`src/rtl/uart_tx_fifo.sv`:
```
// uart_tx_fifo: byte FIFO feeding a UART transmitter.
// Producers push bytes at full clock rate. One byte at a time is handed to
// the transmitter with a single-cycle tx_start pulse. The next byte is held
// back until the transmitter returns tx_done.
module uart_tx_fifo #(
    parameter int DEPTH  = 16,  // entries, power of two, >= 2
    parameter int ADDR_W = 4    // log2(DEPTH)
) (
    input  logic              clk,
    input  logic              reset_n,
    input  logic              wr_en,
    input  logic [7:0]        wr_data,
    output logic              full,
    output logic              empty,
    output logic [ADDR_W:0]   count,
    output logic              wr_overflow,
    output logic              tx_start,
    output logic [7:0]        tx_data,
    input  logic              tx_done,
    output logic              busy
);

    localparam logic [ADDR_W:0] FULL_COUNT = (ADDR_W + 1)'(DEPTH);

    // S_IDLE: free to pop the next byte; S_WAIT: a frame is on the wire
    typedef enum logic {
        S_IDLE = 1'b0,
        S_WAIT = 1'b1
    } state_t;

    state_t              state_q,    state_d;
    logic [ADDR_W-1:0]   wr_ptr_q,   wr_ptr_d;
    logic [ADDR_W-1:0]   rd_ptr_q,   rd_ptr_d;
    logic [ADDR_W:0]     count_q,    count_d;
    logic                overflow_q, overflow_d;
    logic                tx_start_q, tx_start_d;
    logic [7:0]          tx_data_q,  tx_data_d;

    logic [7:0]          mem [DEPTH];

    logic                wr_accept;
    logic                pop;

    // Status flags come straight from the stored-byte count
    assign full  = (count_q == FULL_COUNT);
    assign empty = (count_q == '0);

    // Push and pop qualifiers, both judged on the pre-edge count so a pop in
    // the same cycle never makes room for a write to a full FIFO
    always_comb begin
        wr_accept = wr_en && !full;
        pop       = (state_q == S_IDLE) && !empty;
    end

    // Pointer, count and overflow next-state
    always_comb begin
        // NOTE: every always_comb output gets a default first so that no path
        // leaves it unassigned, which would infer a latch.
        wr_ptr_d   = wr_ptr_q;
        rd_ptr_d   = rd_ptr_q;
        count_d    = count_q;
        overflow_d = wr_en && full;

        // Pointers wrap naturally because DEPTH is a power of two
        if (wr_accept) begin
            wr_ptr_d = wr_ptr_q + 1'b1;
        end
        if (pop) begin
            rd_ptr_d = rd_ptr_q + 1'b1;
        end

        // Simultaneous push and pop leave the count unchanged
        case ({wr_accept, pop})
            2'b10:   count_d = count_q + 1'b1;
            2'b01:   count_d = count_q - 1'b1;
            default: count_d = count_q;
        endcase
    end

    // Handoff FSM: pop into tx_data with a one-cycle tx_start, then wait for tx_done
    always_comb begin
        state_d    = state_q;
        tx_start_d = 1'b0;
        tx_data_d  = tx_data_q;

        case (state_q)
            S_IDLE: begin
                if (pop) begin
                    tx_data_d  = mem[rd_ptr_q];
                    tx_start_d = 1'b1;
                    state_d    = S_WAIT;
                end
            end
            S_WAIT: begin
                // No timeout: the transmitter is trusted to finish every frame
                if (tx_done) begin
                    state_d = S_IDLE;
                end
            end
            default: begin
                state_d = S_IDLE;
            end
        endcase
    end

    // Control and output registers
    always_ff @(posedge clk or negedge reset_n) begin
        // NOTE: sequential state is updated with non-blocking assignments so
        // every flop samples pre-edge values regardless of statement order.
        if (!reset_n) begin
            state_q    <= S_IDLE;
            wr_ptr_q   <= '0;
            rd_ptr_q   <= '0;
            count_q    <= '0;
            overflow_q <= 1'b0;
            tx_start_q <= 1'b0;
            tx_data_q  <= 8'h00;
        end else begin
            state_q    <= state_d;
            wr_ptr_q   <= wr_ptr_d;
            rd_ptr_q   <= rd_ptr_d;
            count_q    <= count_d;
            overflow_q <= overflow_d;
            tx_start_q <= tx_start_d;
            tx_data_q  <= tx_data_d;
        end
    end

    // Byte storage
    always_ff @(posedge clk) begin
        // NOTE: the storage array has no reset; an entry is only ever read
        // after it has been written, because pops require a non-zero count.
        if (wr_accept) begin
            mem[wr_ptr_q] <= wr_data;
        end
    end

    assign count       = count_q;
    assign wr_overflow = overflow_q;
    assign tx_start    = tx_start_q;
    assign tx_data     = tx_data_q;
    assign busy        = (state_q != S_IDLE) || !empty;

endmodule
```
`config.mk`:
```
export PLATFORM = sky130hd
export DESIGN_NAME = uart_tx_fifo
export DESIGN_NICKNAME = d
export VERILOG_FILES = /design/src/rtl/uart_tx_fifo.sv
export SDC_FILE = /design/constraint.sdc
export NUM_CORES = 1
export LEC_CHECK = 0
export CORE_ASPECT_RATIO = 0.5
export CORE_MARGIN = 2
export CORE_UTILIZATION = 50
export CTS_BUF_LIST = sky130_fd_sc_hd__clkbuf_16
export DETAILED_ROUTE_END_ITERATION = 7
export GPL_ROUTABILITY_DRIVEN = 0
export GPL_TIMING_DRIVEN = 0
export PLACE_DENSITY_LB_ADDON = 0.15
export SLEW_MARGIN = 20
export SYNTH_ARGS = -nofsm -noshare
export SYNTH_HDL_FRONTEND = slang
export SYNTH_SLANG_ARGS = --single-unit
```
`constraint.sdc`:
```
create_clock -name clk -period 2.6 [get_ports clk]
set_clock_uncertainty 0.2 [all_clocks]
set_input_delay 0.65 -clock clk [delete_from_list [all_inputs] [get_ports clk]]
set_output_delay 0.65 -clock clk [all_outputs]
set_load 0.03 [all_outputs]
```
Yosys cells after proc, flatten, opt, wreduce, memory -nomap -nowiden

Memories as Yosys holds them, arrays and structs flattened. A register that Yosys moved wholly into a read port is not among the register bits.
Index checks and enable logic that the tools add are counted.
W data, S select, Z words.

Muxes and demuxes: 7
Reductions and logical operators: 10
Equal/unequal tests: 3
Add/subtract/negate cells: 4
Bitwise logic cells: 1

Operators by type and width:

| cell                  | count |
|---|---|
| $pmux W5 S2           | 1 |
| $add A4 B1 Y4 const B | 2 |
| $add A5 B1 Y5 const B | 1 |
| $eq A5 B5 Y1 const B  | 1 |
| $logic_not A5 Y1      | 1 |
| $mux W1               | 5 |
| $sub A5 B1 Y5 const B | 1 |
| $logic_and A1 B1 Y1   | 3 |
| $logic_not A1 Y1      | 3 |
| $eq A2 B1 Y1 const B  | 1 |
| $eq A2 B2 Y1 const B  | 1 |
| $pmux W1 S2           | 1 |
| $reduce_and A2 Y1     | 1 |
| $reduce_bool A2 Y1    | 1 |
| $logic_or A1 B1 Y1    | 1 |
| $not A1 Y1            | 1 |

RAM bits: 128
Logic and storage cells: 32
Output and inout bits: 18
Register bits: 16
Memories: 1

Memories:

| name | words | width | rd ports | clocked after memory_dff | write ports | RTL line | text |
|---|---|---|---|---|---|---|---|
| mem  | 16    | 8     | 1        | 1                        | 1           | 39       | `logic [7:0] mem [DEPTH];` |

Logic depth before layout (Yosys ltp)

Depth after elaboration: 5
Depth in mapped cells: 12
Mapped depth without buffers: 10

Least setup slack after synthesis

Ideal clock, no wire load.

Kind: reg-to-reg
Start point: register count_q[2] (netlist: count[2])
End point: register count_q[4] (netlist: count[4])
Buffers on the path: 2
Slack: -334 ps
Clock period less this slack: 2934 ps
Arrival time: 2629 ps
Setup time: 105 ps
Cell stages (with the launch flop): 13
Cells stage by stage: dfrtp_1 -> buf_2 -> nor4_4 -> a21boi_2 -> inv_1 -> ha_1 -> buf_2 -> xor2_1 -> ha_1 -> o211a_1 -> o21ai_0 -> o41ai_1 -> nor4b_1

Word-level cells in the longest chain between the ends: 5
Elaborated cells on any way between the ends: 12
Those cells by class: add/sub: 2; eq/ne: 3; mux: 1; reduce/logical: 6

RTL lines:

| item                                              | RTL line | text |
|---|---|---|
| start: declaration                                | 34       | `logic [ADDR_W:0] count_q, count_d;` |
| start signal: assignment                          | 122      | `count_q <= count_d;` |
| $eq A5 B5 Y1 or $logic_not A5 Y1 (tied branches)  | 45, 46   |  |
| $logic_not A1 Y1 (on tied branches)               | 51, 52   |  |
| $logic_and A1 B1 Y1 (on tied branches)            | 51, 52   |  |
| $eq A2 B1 Y1 or $eq A2 B2 Y1 (tied branches)      | 73       | `case ({wr_accept, pop})` |
| $pmux W5 S2 or $reduce_bool A2 Y1 (tied branches) | -        |  |

Parallel ways exist; a longest one is shown, timed or not.
A chain may end at the register's enable or synchronous reset.

Final worst setup path

Start point: register count_q[1] (netlist: count[1])
End point: register count_q[4] (netlist: count[4])

Word-level cells in the longest chain between the ends: 5
Elaborated cells on any way between the ends: 12
Those cells by class: add/sub: 2; eq/ne: 3; mux: 1; reduce/logical: 6

RTL lines:

| item                                              | RTL line | text |
|---|---|---|
| $logic_not A5 Y1 (*)                              | 46       | `assign empty = (count_q == '0);` |
| $logic_not A1 Y1 (*)                              | 52       | `pop = (state_q == S_IDLE) && !empty;` |
| $logic_and A1 B1 Y1 (*)                           | 52       |  |
| net pop                                           | 42       | `logic pop;` |
| $eq A2 B1 Y1 or $eq A2 B2 Y1 (tied branches)      | 73       |  |
| $pmux W5 S2 or $reduce_bool A2 Y1 (tied branches) | -        |  |

Mark *: on every way through the listed nets, which the timed path passes. The rest lies on a longest branch.

==> flow_metrics.tcl <==
set metrics [dict create \
    syn-num-nets 348 \
    holdCritPathClass "input pin to async pin" \
    reg2reg_to "count[4]" \
    stdcell_area_mm2 0.00750 \
    dieArea_mm2 0.0135 \
    drc 0 \
    synth_compound_area_share_pct 2.92 \
    antennaDiodeCount 0 \
    avgSynthCellArea_um2 19.1 \
    worstPathMaxFanout 5 \
    final_cells 562 \
    cts_tree "yes" \
    die_h_um 83.1 \
    synthMuxAreaShare_pct 15.2 \
    place_inst 522 \
    placed_cell_area_mm2 0.00681 \
    grt_start_max_net_pins 25 \
    finalWirelength_mm 12.3 \
    htree_levels 4 \
    yosys.area_share.simple_pct 4.92 \
    start_kind "flop" \
    yosys-top-cells-count "edfxtp_1 (128), dfrtp_1 (24), nand2_1 (23)" \
    multi_input_area_mm2 0.00172 \
    num_vias 3214 \
    ant_nets 0 \
    ff2ff_setup_slack_ps 40 \
    fin_crit_ps 2560 \
    cts_buffers 17 \
    grt_pass1_wl_mm 19.2 \
    clkSinkCount 152 \
    total_power_w 0.00840 \
    drt-pass1-iter-count 4 \
    boundaryPins 30 \
    grt.overflow.total 0 \
    peakVddDrop_mv 0.467 \
    maxSlewHeadroom_pct 39.5 \
    p_leak_nw 2.63 \
    grt_setup_unrepaired "yes" \
    setup_viol 0 \
    synth_xor_area_share_pct 1.26 \
    grt_use_total_pct 19.8 \
    drtIter0Drc 312 \
    antenna_found_initial 0 \
    yosysTopAreaCell "edfxtp_1" \
    arrival_ps 2660 \
    yosysUniqueCellTypes 44 \
    synthAdderAreaFrac_pct 1.80 \
    die_w_um 162 \
    path_clk_slew_ps 60 \
    ys_seq_area_share_pct 71.1 \
    synth_edf_count 128 \
    clock.fmax_ghz 0.390 \
    netlist_top_cells_area "edfxtp_1 (61%), dfrtp_1 (9.6%), mux4_1 (6.3%), mux4_2 (6.1%), mux2i_1 (2.6%)" \
    area_growth_pct 19.9 \
    worst_slew_pin_slew_ps 904 \
    fin_nets 406 \
    end_kind "flop" \
    async_reset_ff_share_pct 15.8 \
    p_per_area_mw_per_mm2 1120 \
    drive_gt1_share_pct 25.2 \
    synth_seq_cells 152 \
    yosysTopAreaCellShare_pct 61.5 \
    status "completed" \
    regArea_mm2 0.00445 \
    drv_cap 0 \
    ys.flop_type "edfxtp_1" \
    cp.required_ps 2700 \
    cts_buffer_depth 2 \
    cts_root_buffer "clkbuf_16" \
    r2r_cells 11 \
    port_buffers 29 \
    fill_cells 860 \
    synth_top_family_by_area "multiplexers" \
    yosysMostFrequentCell "edfxtp_1" \
    start_util_pct 52.1 \
    hold_viol_final 0 \
    r2r-start "count[1]" \
    synth_cells 327 \
    syn_area_mm2 0.00625 \
    final_util_pct 62.4 \
    post-route-period-util_pct 98.6 \
    path_class "flop to flop" \
    vias_per_cell 5.72 \
    clk_latency_ps 420 \
    final_max_slew_viol_count 0 \
    rows 28 \
    wl_per_cell_um 22.0 \
    synth_warnings 0 \
    dpl.hpwl_mm 8.07 \
    core_mm2 0.0120 \
    grt_pass1_vias 3371 \
]
## critical path, stage by stage, from the launching register on
cell and delay (ps):
dfrtp_2 420, nor4_4 260, buf_4 180, a21o_4 150
inv_6 40, ha_4 160, xor2_1 140, ha_2 190
o211a_1 240, buf_4 130, o41ai_2 250, nor4b_2 80
## power by group
| part | switching (W) | internal [W] |
|---|---|---|
| sequential | 0.000176 | 0.00303 |
| combinational | 0.00148 | 0.00126 |
| clock | 0.000965 | 0.00149 |
| total | 0.00262 | 0.00578 |
## state kept, by name (all words and copies together), names as in the netlist
register	flops
count	5
mem	128
tx_data	8
rd_ptr_q	4
wr_overflow	1
wr_ptr_q	4
state_q	1
tx_start	1
## per-layer routing
metal	wire length [um]	GRT usage [%]	vias to the layer above
met2	6000	31.3	88
met1	5560	27.1	1686
met3	604	5.14	16
li1	-	-	1424
met4	172	6.92	0
met5	0	0	-
## how the worst max path moves through the flow
stage / start / to / slack (ps)
global route: count[1] / count[4] / -80
CTS: count[1] / count[4] / -6
floorplan: count[2] / count[4] / -120
global placement: wr_en / mem[0][5] / -850
finish: count[1] / count[4] / 40
detailed placement: wr_en / count[4] / -770
## cells by family after synthesis
logic type / count (synthesis)
flops: 152
buf+inv: 23
fa+ha+maj: 9
simple gates: 62
xor+xnor: 9
mux: 49
compound gates: 23
## cell usage in the layout, fill, tap and decap left out, types with 4 or more instances in the layout
cell type	instances
edfxtp_1	128
clkdlybuf4s50_1	25
nand2_1	23
dfrtp_1	21
mux4_2	17
clkbuf_16	17
mux2i_1	16
mux4_1	15
buf_4	11
nor2_2	8
nor2_1	8
o221ai_1	8
buf_2	7
ha_1	7
inv_1	6
xnor2_1	6
buf_6	5
nand2b_1	4
clkinv_2	4
## timing repair
action | CTS | global route
pin swaps | 8 | 2
resized for setup | 15 | 12
setup buffers | 10 | 0
hold buffers | 0 | 0
endpoints found under the setup margin | 75 | 59
## per-stage QoR
stage               hold slack, ps  TNS, ps  setup WS (ps)
global placement               284   -56810           -845
CTS                           50.4    -5.77          -5.77
floorplan                      154     -121           -120
finish                        35.2        0           35.9
global route                  69.9    -78.8          -76.6
detailed placement             281   -54200           -772
## area by class of cell
| class | count | area share [%] |
|---|---|---|
| clock buffer | 17 | 5.67 |
| clock inverter | 14 | 2.10 |
| sequential | 152 | 59.3 |
| inverter | 6 | 0.367 |
| tap | 165 | 2.75 |
| timing repair buffer | 40 | 4.79 |
| buffer | 16 | 2.09 |
| multi-input combinational | 152 | 22.9 |
No activity file was read; power rests on OpenSTA's default activity.
